[config.mk]
export PLATFORM = sky130hd
export DESIGN_NAME = complex_mac
export DESIGN_NICKNAME = d
export VERILOG_FILES = /design/src/rtl/complex_mac_pkg.sv /design/src/rtl/complex_mult_core.sv /design/src/rtl/complex_mac.sv
export SDC_FILE = /design/constraint.sdc
export NUM_CORES = 2
export LEC_CHECK = 0
export ABC_CLOCK_PERIOD_IN_PS = 6150
export CAP_MARGIN = 0
export CORE_MARGIN = 1.5
export CORE_UTILIZATION = 28
export CTS_BUF_LIST = sky130_fd_sc_hd__clkbuf_8
export DETAILED_ROUTE_END_ITERATION = 10
export GPL_ROUTABILITY_DRIVEN = 0
export PLACE_DENSITY_LB_ADDON = 0.1
export SYNTH_ARGS = -nofsm -noshare
export SYNTH_HDL_FRONTEND = slang
export SYNTH_SLANG_ARGS = --single-unit
[constraint.sdc]
create_clock -name clk -period 6.15 [get_ports clk]
set_input_delay 1.5375 -clock clk [delete_from_list [all_inputs] [get_ports clk]]
set_output_delay 1.5375 -clock clk [all_outputs]
set_load 0.1 [all_outputs]
[src/rtl/complex_mac_pkg.sv]
// Shared constants and helpers for the complex multiply-accumulate block.
package complex_mac_pkg;

    localparam int LATENCY      = 6;
    localparam int CORE_LATENCY = LATENCY - 1;
    localparam int DEF_AWIDTH   = 16;
    localparam int DEF_BWIDTH   = 16;
    localparam int DEF_GUARD    = 8;

    function automatic int owidth(input int aw, input int bw, input int guard);
        return aw + bw + 1 + guard;
    endfunction

    // Control bits that travel alongside each sample's data.
    typedef struct packed {
        logic valid;
        logic acc_en;
        logic last;
    } tag_t;

endpackage

[src/rtl/complex_mult_core.sv]
// Five-stage pipelined complex product using the 3-multiplier form; data only.
module complex_mult_core #(
    parameter int AWIDTH = 16,
    parameter int BWIDTH = 16
) (
    input  logic                            clk,
    input  logic signed [AWIDTH-1:0]        i_ar,
    input  logic signed [AWIDTH-1:0]        i_ai,
    input  logic signed [BWIDTH-1:0]        i_br,
    input  logic signed [BWIDTH:0]          i_bi,
    output logic signed [AWIDTH+BWIDTH:0]   o_pr,
    output logic signed [AWIDTH+BWIDTH:0]   o_pi
);

    localparam int DW  = AWIDTH + 1;
    localparam int BSW = BWIDTH + 2;
    localparam int PW  = AWIDTH + BWIDTH + 1;

    logic signed [AWIDTH-1:0] r1_ar, r1_ai, r2_ar, r2_ai;
    logic signed [BWIDTH-1:0] r1_br;
    logic signed [BWIDTH:0]   r1_bi, r2_bi;
    logic signed [DW-1:0]     r2_dab;
    logic signed [BSW-1:0]    r2_bsub, r2_badd;
    logic signed [PW-1:0]     r3_common, r3_mr, r3_mi;
    logic signed [PW-1:0]     r4_common, r4_mr, r4_mi;
    logic signed [PW-1:0]     r5_pr, r5_pi;

    // Products are kept modulo 2^PW: the final sums always fit PW bits,
    // so the wrapped partial products still add up to the exact result.
    always_ff @(posedge clk) begin
        r1_ar     <= i_ar;
        r1_ai     <= i_ai;
        r1_br     <= i_br;
        r1_bi     <= i_bi;

        r2_ar     <= r1_ar;
        r2_ai     <= r1_ai;
        r2_bi     <= r1_bi;
        r2_dab    <= DW'(r1_ar) - DW'(r1_ai);
        r2_bsub   <= BSW'(r1_br) - BSW'(r1_bi);
        r2_badd   <= BSW'(r1_br) + BSW'(r1_bi);

        r3_common <= PW'(r2_bi) * PW'(r2_dab);
        r3_mr     <= PW'(r2_ar) * PW'(r2_bsub);
        r3_mi     <= PW'(r2_ai) * PW'(r2_badd);

        r4_common <= r3_common;
        r4_mr     <= r3_mr;
        r4_mi     <= r3_mi;

        r5_pr     <= r4_mr + r4_common;
        r5_pi     <= r4_mi + r4_common;
    end

    assign o_pr = r5_pr;
    assign o_pi = r5_pi;

endmodule

[src/rtl/complex_mac.sv]
// Complex multiply-accumulate: optional conjugate of b, per-sample or framed
// accumulation, fixed six-cycle latency.
module complex_mac
    import complex_mac_pkg::*;
#(
    parameter  int AWIDTH = DEF_AWIDTH,
    parameter  int BWIDTH = DEF_BWIDTH,
    parameter  int GUARD  = DEF_GUARD,
    localparam int OWIDTH = owidth(AWIDTH, BWIDTH, GUARD)
) (
    input  logic                     clk,
    input  logic                     rst,
    input  logic                     in_valid,
    input  logic                     in_last,
    input  logic                     conj,
    input  logic                     acc_en,
    input  logic signed [AWIDTH-1:0] ar,
    input  logic signed [AWIDTH-1:0] ai,
    input  logic signed [BWIDTH-1:0] br,
    input  logic signed [BWIDTH-1:0] bi,
    output logic                     out_valid,
    output logic signed [OWIDTH-1:0] pr,
    output logic signed [OWIDTH-1:0] pi
);

    localparam int PW = AWIDTH + BWIDTH + 1;

    logic signed [BWIDTH:0]   w_bi_eff;
    logic signed [PW-1:0]     w_core_pr, w_core_pi;
    logic signed [OWIDTH-1:0] w_prod_r, w_prod_i;
    tag_t                     w_tag;

    tag_t                     r_tag [CORE_LATENCY];
    logic signed [OWIDTH-1:0] r_acc_r, r_acc_i, r_pr, r_pi;
    logic                     r_out_valid;

    // One extra bit so that negating the most-negative bi stays exact.
    assign w_bi_eff = conj ? -((BWIDTH+1)'(bi)) : (BWIDTH+1)'(bi);

    complex_mult_core #(
        .AWIDTH (AWIDTH),
        .BWIDTH (BWIDTH)
    ) u_core (
        .clk  (clk),
        .i_ar (ar),
        .i_ai (ai),
        .i_br (br),
        .i_bi (w_bi_eff),
        .o_pr (w_core_pr),
        .o_pi (w_core_pi)
    );

    always_ff @(posedge clk) begin
        if (rst) begin
            for (int i = 0; i < CORE_LATENCY; i++) r_tag[i] <= '0;
        end else begin
            r_tag[0] <= {in_valid, acc_en, in_last};
            for (int i = 1; i < CORE_LATENCY; i++) r_tag[i] <= r_tag[i-1];
        end
    end

    assign w_tag    = r_tag[CORE_LATENCY-1];
    assign w_prod_r = OWIDTH'(w_core_pr);
    assign w_prod_i = OWIDTH'(w_core_pi);

    // Individual samples bypass the accumulator; a frame's last sample
    // emits the sum and restarts the accumulator from zero in the same edge.
    always_ff @(posedge clk) begin
        if (rst) begin
            r_acc_r     <= '0;
            r_acc_i     <= '0;
            r_pr        <= '0;
            r_pi        <= '0;
            r_out_valid <= 1'b0;
        end else begin
            r_out_valid <= w_tag.valid & (~w_tag.acc_en | w_tag.last);
            if (w_tag.valid) begin
                if (!w_tag.acc_en) begin
                    r_pr <= w_prod_r;
                    r_pi <= w_prod_i;
                end else if (w_tag.last) begin
                    r_pr    <= r_acc_r + w_prod_r;
                    r_pi    <= r_acc_i + w_prod_i;
                    r_acc_r <= '0;
                    r_acc_i <= '0;
                end else begin
                    r_acc_r <= r_acc_r + w_prod_r;
                    r_acc_i <= r_acc_i + w_prod_i;
                end
            end
        end
    end

    assign out_valid = r_out_valid;
    assign pr        = r_pr;
    assign pi        = r_pi;

endmodule

* Yosys cells after proc, flatten, opt, wreduce, memory -nomap -nowiden
Memory sizes are Yosys's and may differ from the RTL's.
Cells that the tools add are included.
** Word-level totals
- Bits in registers :: 596
- Memory bits (writable) :: 15
- Logic and storage cells :: 61
- Memories :: 1
** Operators by class
- Add/subtract/negate cells :: 8
- Multiply operators :: 3
- Equality and inequality tests :: 1
- Muxes and demuxes :: 15
- Bitwise gates (word level) :: 8
- Reductions and logical operators :: 2
** Memories
- r_tag :: words 5, bits a word 3, rd ports 5, clocked after Yosys merged registers in 0, wr ports 5, RTL line complex_mac.sv:33 : tag_t r_tag [CORE_LATENCY];
** Operators by type and width (count)
- 41-bit two-way mux :: 6
- 41-bit by 33-bit adder with 41-bit output :: 2
- 33-bit adder :: 2
- 16-bit by 18-bit multiplier with 33-bit output :: 2
- 17-bit by 17-bit multiplier with 33-bit output :: 1
- 16-bit by 17-bit adder with 18-bit output :: 1
- 16-bit by 17-bit subtractor with 18-bit output :: 1
- 17-bit two-way mux :: 1
- 16-bit negation with 17-bit output :: 1
- 16-bit by 16-bit subtractor with 17-bit output :: 1
- 3-bit two-way mux :: 5
- 1-bit OR :: 6
- 2-bit AND reduction :: 2
- 1-bit two-way mux :: 3
- 2-bit inequality test, second input constant :: 1
- 1-bit bitwise AND :: 1
- 1-bit inverter :: 1

* Longest topological paths before layout
- Word-level depth :: 3
- Mapped depth :: 26
- Gate-level depth less buffers :: 25

* Modules after synthesis
From an unflattened synthesis, not the netlist that was laid out.
** Second synthesis, totals
- Cell total of the unflattened synthesis :: 6050
- Area total of the unflattened synthesis :: 56853.3 µm²
** By module, submodules not included
- complex_mult_core :: times used 1, cells each 4683, area an instance 45630.0 µm², seq. area each 8608.3 µm²
- complex_mac :: times used 1, cells each 1367, area an instance 11223.3 µm², seq. area each 3603.5 µm²

* Worst setup path after synthesis
No wires, ideal clock.
- Kind :: reg-to-reg
- Start point :: register u_core.r2_ai[1]
- End point :: register u_core.r3_mi[32]
- Data arrival time :: 6.163 ns
- Path slack :: -0.134 ns
- Stages on the path, launching flop included :: 23
- Path buffers :: 1
- Period minus slack after synthesis :: 6.284 ns
- Cells stage by stage :: dfxtp_1 -> clkbuf_1 -> nand2_1 -> fa_1 -> fa_1 -> fa_1 -> inv_1 -> fa_1 -> fa_1 -> inv_1 -> fa_1 -> inv_1 -> ha_1 -> nand3_1 -> or3_1 -> o21a_1 -> o221a_2 -> o21ai_0 -> nand4_1 -> a31oi_1 -> a311o_1 -> a21oi_1 -> xnor2_1
** Between the ends
- Word-level cells in the longest chain between the ends :: 1
** RTL lines
- start: declaration :: RTL line complex_mult_core.sv:19 : logic signed [AWIDTH-1:0] r1_ar, r1_ai, r2_ar, r2_ai;
- start signal: assignment :: RTL line complex_mult_core.sv:37 : r2_ai <= r1_ai;
- 16-bit by 18-bit multiplier with 33-bit output :: RTL line complex_mult_core.sv:45 : r3_mi <= PW'(r2_ai) * PW'(r2_badd);
- end signal: assignment :: RTL line complex_mult_core.sv:45
- end: declaration :: RTL line complex_mult_core.sv:24 : logic signed [PW-1:0] r3_common, r3_mr, r3_mi;
Every way passes these cells.
A chain may end at the register's enable or synchronous reset.

* Worst setup path in the final report
- Start point :: register u_core.r2_bi[4]
- End point :: register u_core.r3_common[32]
** Between the ends
- Word-level cells in the longest chain between the ends :: 1
** RTL lines
- start: declaration :: RTL line complex_mult_core.sv:21 : logic signed [BWIDTH:0] r1_bi, r2_bi;
- start signal: assignment :: RTL line complex_mult_core.sv:38 : r2_bi <= r1_bi;
- 17-bit by 17-bit multiplier with 33-bit output :: RTL line complex_mult_core.sv:43 : r3_common <= PW'(r2_bi) * PW'(r2_dab);
- end signal: assignment :: RTL line complex_mult_core.sv:43
- end: declaration :: RTL line complex_mult_core.sv:24
Every way passes these cells.

==> flow_summary.toml <==
[place]
dp_hpwl_um = 139600
port_buffers = 152

[route]
vias = 39883
drt_iter0_drc = 1586
drt-total-wl_um = 164600
first_pass_iters = 5
drc = 0
postRouteAntennaNets = 0
wl_per_cell_um = 18.10
via_per_inst = 4.388

[cts]
numCtsBuffers = 119
tritoncts = "yes"
cts-root-buf = "clkbuf_8"
cts_hold_buf = 0
cts.clk_slew.worst_paths_ps = 60
clockBufferDepth = 3
clkSinkCount = 610
htreeDepth = 3
clk_latency_ps = 870

[floorplan]
fp.coreArea_mm2 = 0.1992
fp.dieH_um = 450.4
ios = 153
die_x_um = 450.4
die-area_mm2 = 0.2029
start_util = 0.2813
rows = 164

[layout]
drive_above_1_share = 0.1269
area_delta_synth_final_pct = 19.19
nets = 7719
post-route-util = 0.3352

[global_routing]
track_usage = 0.1658
antenna_found_initial = 9
grt_use_met1 = 0.2237
use_met2 = 0.2741
grt_pass1_vias = 43394
gr-usage-met3 = 0.01891
grt_max_degree = 84
grt_pass1_wl_um = 258700
top_usage_layer = "met2"
grt-ovfl-total = 0

[setup_path]
start_kind = "register"
crit_buf_inv = 3
critical_path_required_ps = 6890
critical_path_class = "register to register"
cpMostUsedCell = "fa_1"
endpoint_kind = "register"
max_stage_delay_ps = 620
crit_family = "adder cells"
crit_path_max_fanout = 4
cp_slowest_cell = "fa_1"
worstPathCellList = "buf_6, and2_4, fa_1, fa_1, fa_1, fa_1, fa_1, inv_2, fa_1, inv_2, ha_4, and3_4, a22o_1, o21a_1, nor2_2, o31a_1, a21oi_2, o31a_1, o41ai_2, o21bai_1, a21oi_1, xnor2_1"
worstPathArrival_ps = 6970

[sta]
maxSlewHeadroom = 0.2890
fmax_mhz = 160.6
hold_violations = 0
finalMaxSlewViolations = 0
fin_crit_ps = 6228
fin_crit_sh = 1.013
skew_ps = 67.12
rsz0062_at_grt = "true"
final-setup-viol-count = 1
tightest_slew_ps = 1063
worst_slack_ps = -78.05

[logic_synthesis]
yosysTopAreaCell = "fa_1"
synth.distinct_cells = 75
syn_nets = 7262
synth_cells = 5881
async_flop_share = 0
ys_seq_area_frac = 0.2179
yosys_warnings = 0
synth_top_area_frac = 0.3090
synth_most_common_cell = "inv_1"
synth_area_leaders = "fa_1 (31%), dfxtp_1 (22%), ha_1 (10%)"
ys.flop_type = "dfxtp_1"
netlist_area_mm2 = 0.05604
avgSynthCellArea_um2 = 9.530
ys_seq_elements = 610
synth_edf_count = 0
ys_top_cells_by_count = "inv_1 (1052), fa_1 (865), dfxtp_1 (610)"

[hold_path]
holdCritPathClass = "register to register"

[flow_run]
max_cap_violations = 0

[outcome]
outcome = "complete, but fails checks"
violations = "setup timing"
[per-stage QoR]
step / area [µm²] / worst slack, ps / std cells / hold WS, ps / setup TNS [ps]
after floorplan: 56090 / -25.37 / 5881 / 309.6 / -25.37
after global placement: 63040 / -235.3 / 8843 / 312.4 / -1528
after detailed placement: 63040 / -295.9 / 8843 / 312.8 / -1821
after CTS: 66030 / -11.59 / 9063 / 275.5 / -12.89
after global routing: 66790 / -295.2 / 9088 / 274.5 / -1252
final: 66800 / -78.05 / 9090 / 281.2 / -78.05
[kinds of logic (layout without fill, tap and decap cells)]
kind of cell             count (synthesis)  in the layout  share of synthesized area
multiplexers                            61             61                    0.01089
AO/OA/AOI/OAI                          881            881                     0.1049
flip-flops                             610            610                     0.2179
AND/OR/NAND/NOR                       1470           1470                     0.1275
buffers and inverters                 1250           1800                    0.08372
other                                    0              3                          0
adder cells (fa/ha/maj)               1311           1311                     0.4086
XOR/XNOR                               298            298                    0.04657
[area by class of cell]
class / instances / area [µm²]
Fill cell: 20777 / 132500
Multi-Input combinational cell: 4021 / 39790
Sequential cell: 610 / 12370
Timing Repair Buffer: 534 / 4681
Inverter: 1052 / 3949
Tap cell: 2656 / 3323
Clock buffer: 150 / 2064
Clock inverter: 64 / 613.1
Antenna cell: 3 / 7.507
[layout by cell type, fill, tap and decap left out, drive strengths merged, types with 21 or more instances in the layout]
cell type / count
clkdlybuf4s50: 151
o21ai: 157
xor2: 68
a21o: 119
ha: 446
buf: 383
nor2b: 46
a31oi: 21
dfxtp: 610
nor3: 41
xnor2: 230
inv: 1080
o21a: 47
and2: 411
nand2b: 50
nand3: 27
fa: 865
a21oi: 227
mux2i: 61
nor2: 294
nand2: 511
a22o: 27
a211oi: 60
clkbuf: 150
o21bai: 48
a22oi: 51
[registers in the layout (all words and copies together) (netlist names), 18 cells and up]
name,cells
u_core.r3_mr,33
r_acc_i,41
u_core.r4_common,33
u_core.o_pi,33
u_core.r4_mr,33
u_core.r3_mi,33
pi,41
u_core.r4_mi,33
r_acc_r,41
pr,41
u_core.r2_bsub,18
u_core.o_pr,33
u_core.r3_common,33
[path summary, 6_finish.rpt]
kind | startpoint | endpoint | slack, ps | cells past startpoint
worst max-delay path | u_core.r2_bi[4] | u_core.r3_common[32] | -80 | 22
worst min-delay path | u_core.r3_common[3] | u_core.r4_common[3] | 280 | 0
worst max register to register | u_core.r2_bi[4] | u_core.r3_common[32] | -80 | 22
worst min register to register | u_core.r3_common[3] | u_core.r4_common[3] | 280 | 0
[what timing repair did]
action | CTS | global route
buffers inserted | 6 | 26
gates resized for setup | 88 | 184
gates cloned | 0 | 0
endpoints found under the setup margin | 15 | 22
pin swaps | 35 | 121
[metal layers]
| metal | part of all wire | vias to the layer above | wire length (µm) |
|---|---|---|---|
| met3 | 0.029 | 169 | 4815 |
| met1 | 0.47 | 19726 | 78160 |
| li1 | - | 19458 | - |
| met4 | 0.034 | 0 | 5574 |
| met2 | 0.46 | 530 | 76000 |
| met5 | 0 | - | 0 |
Power is left out: the tool's default activity adds up to more than one toggle a clock period on the data nets, which glitch-free logic cannot reach.
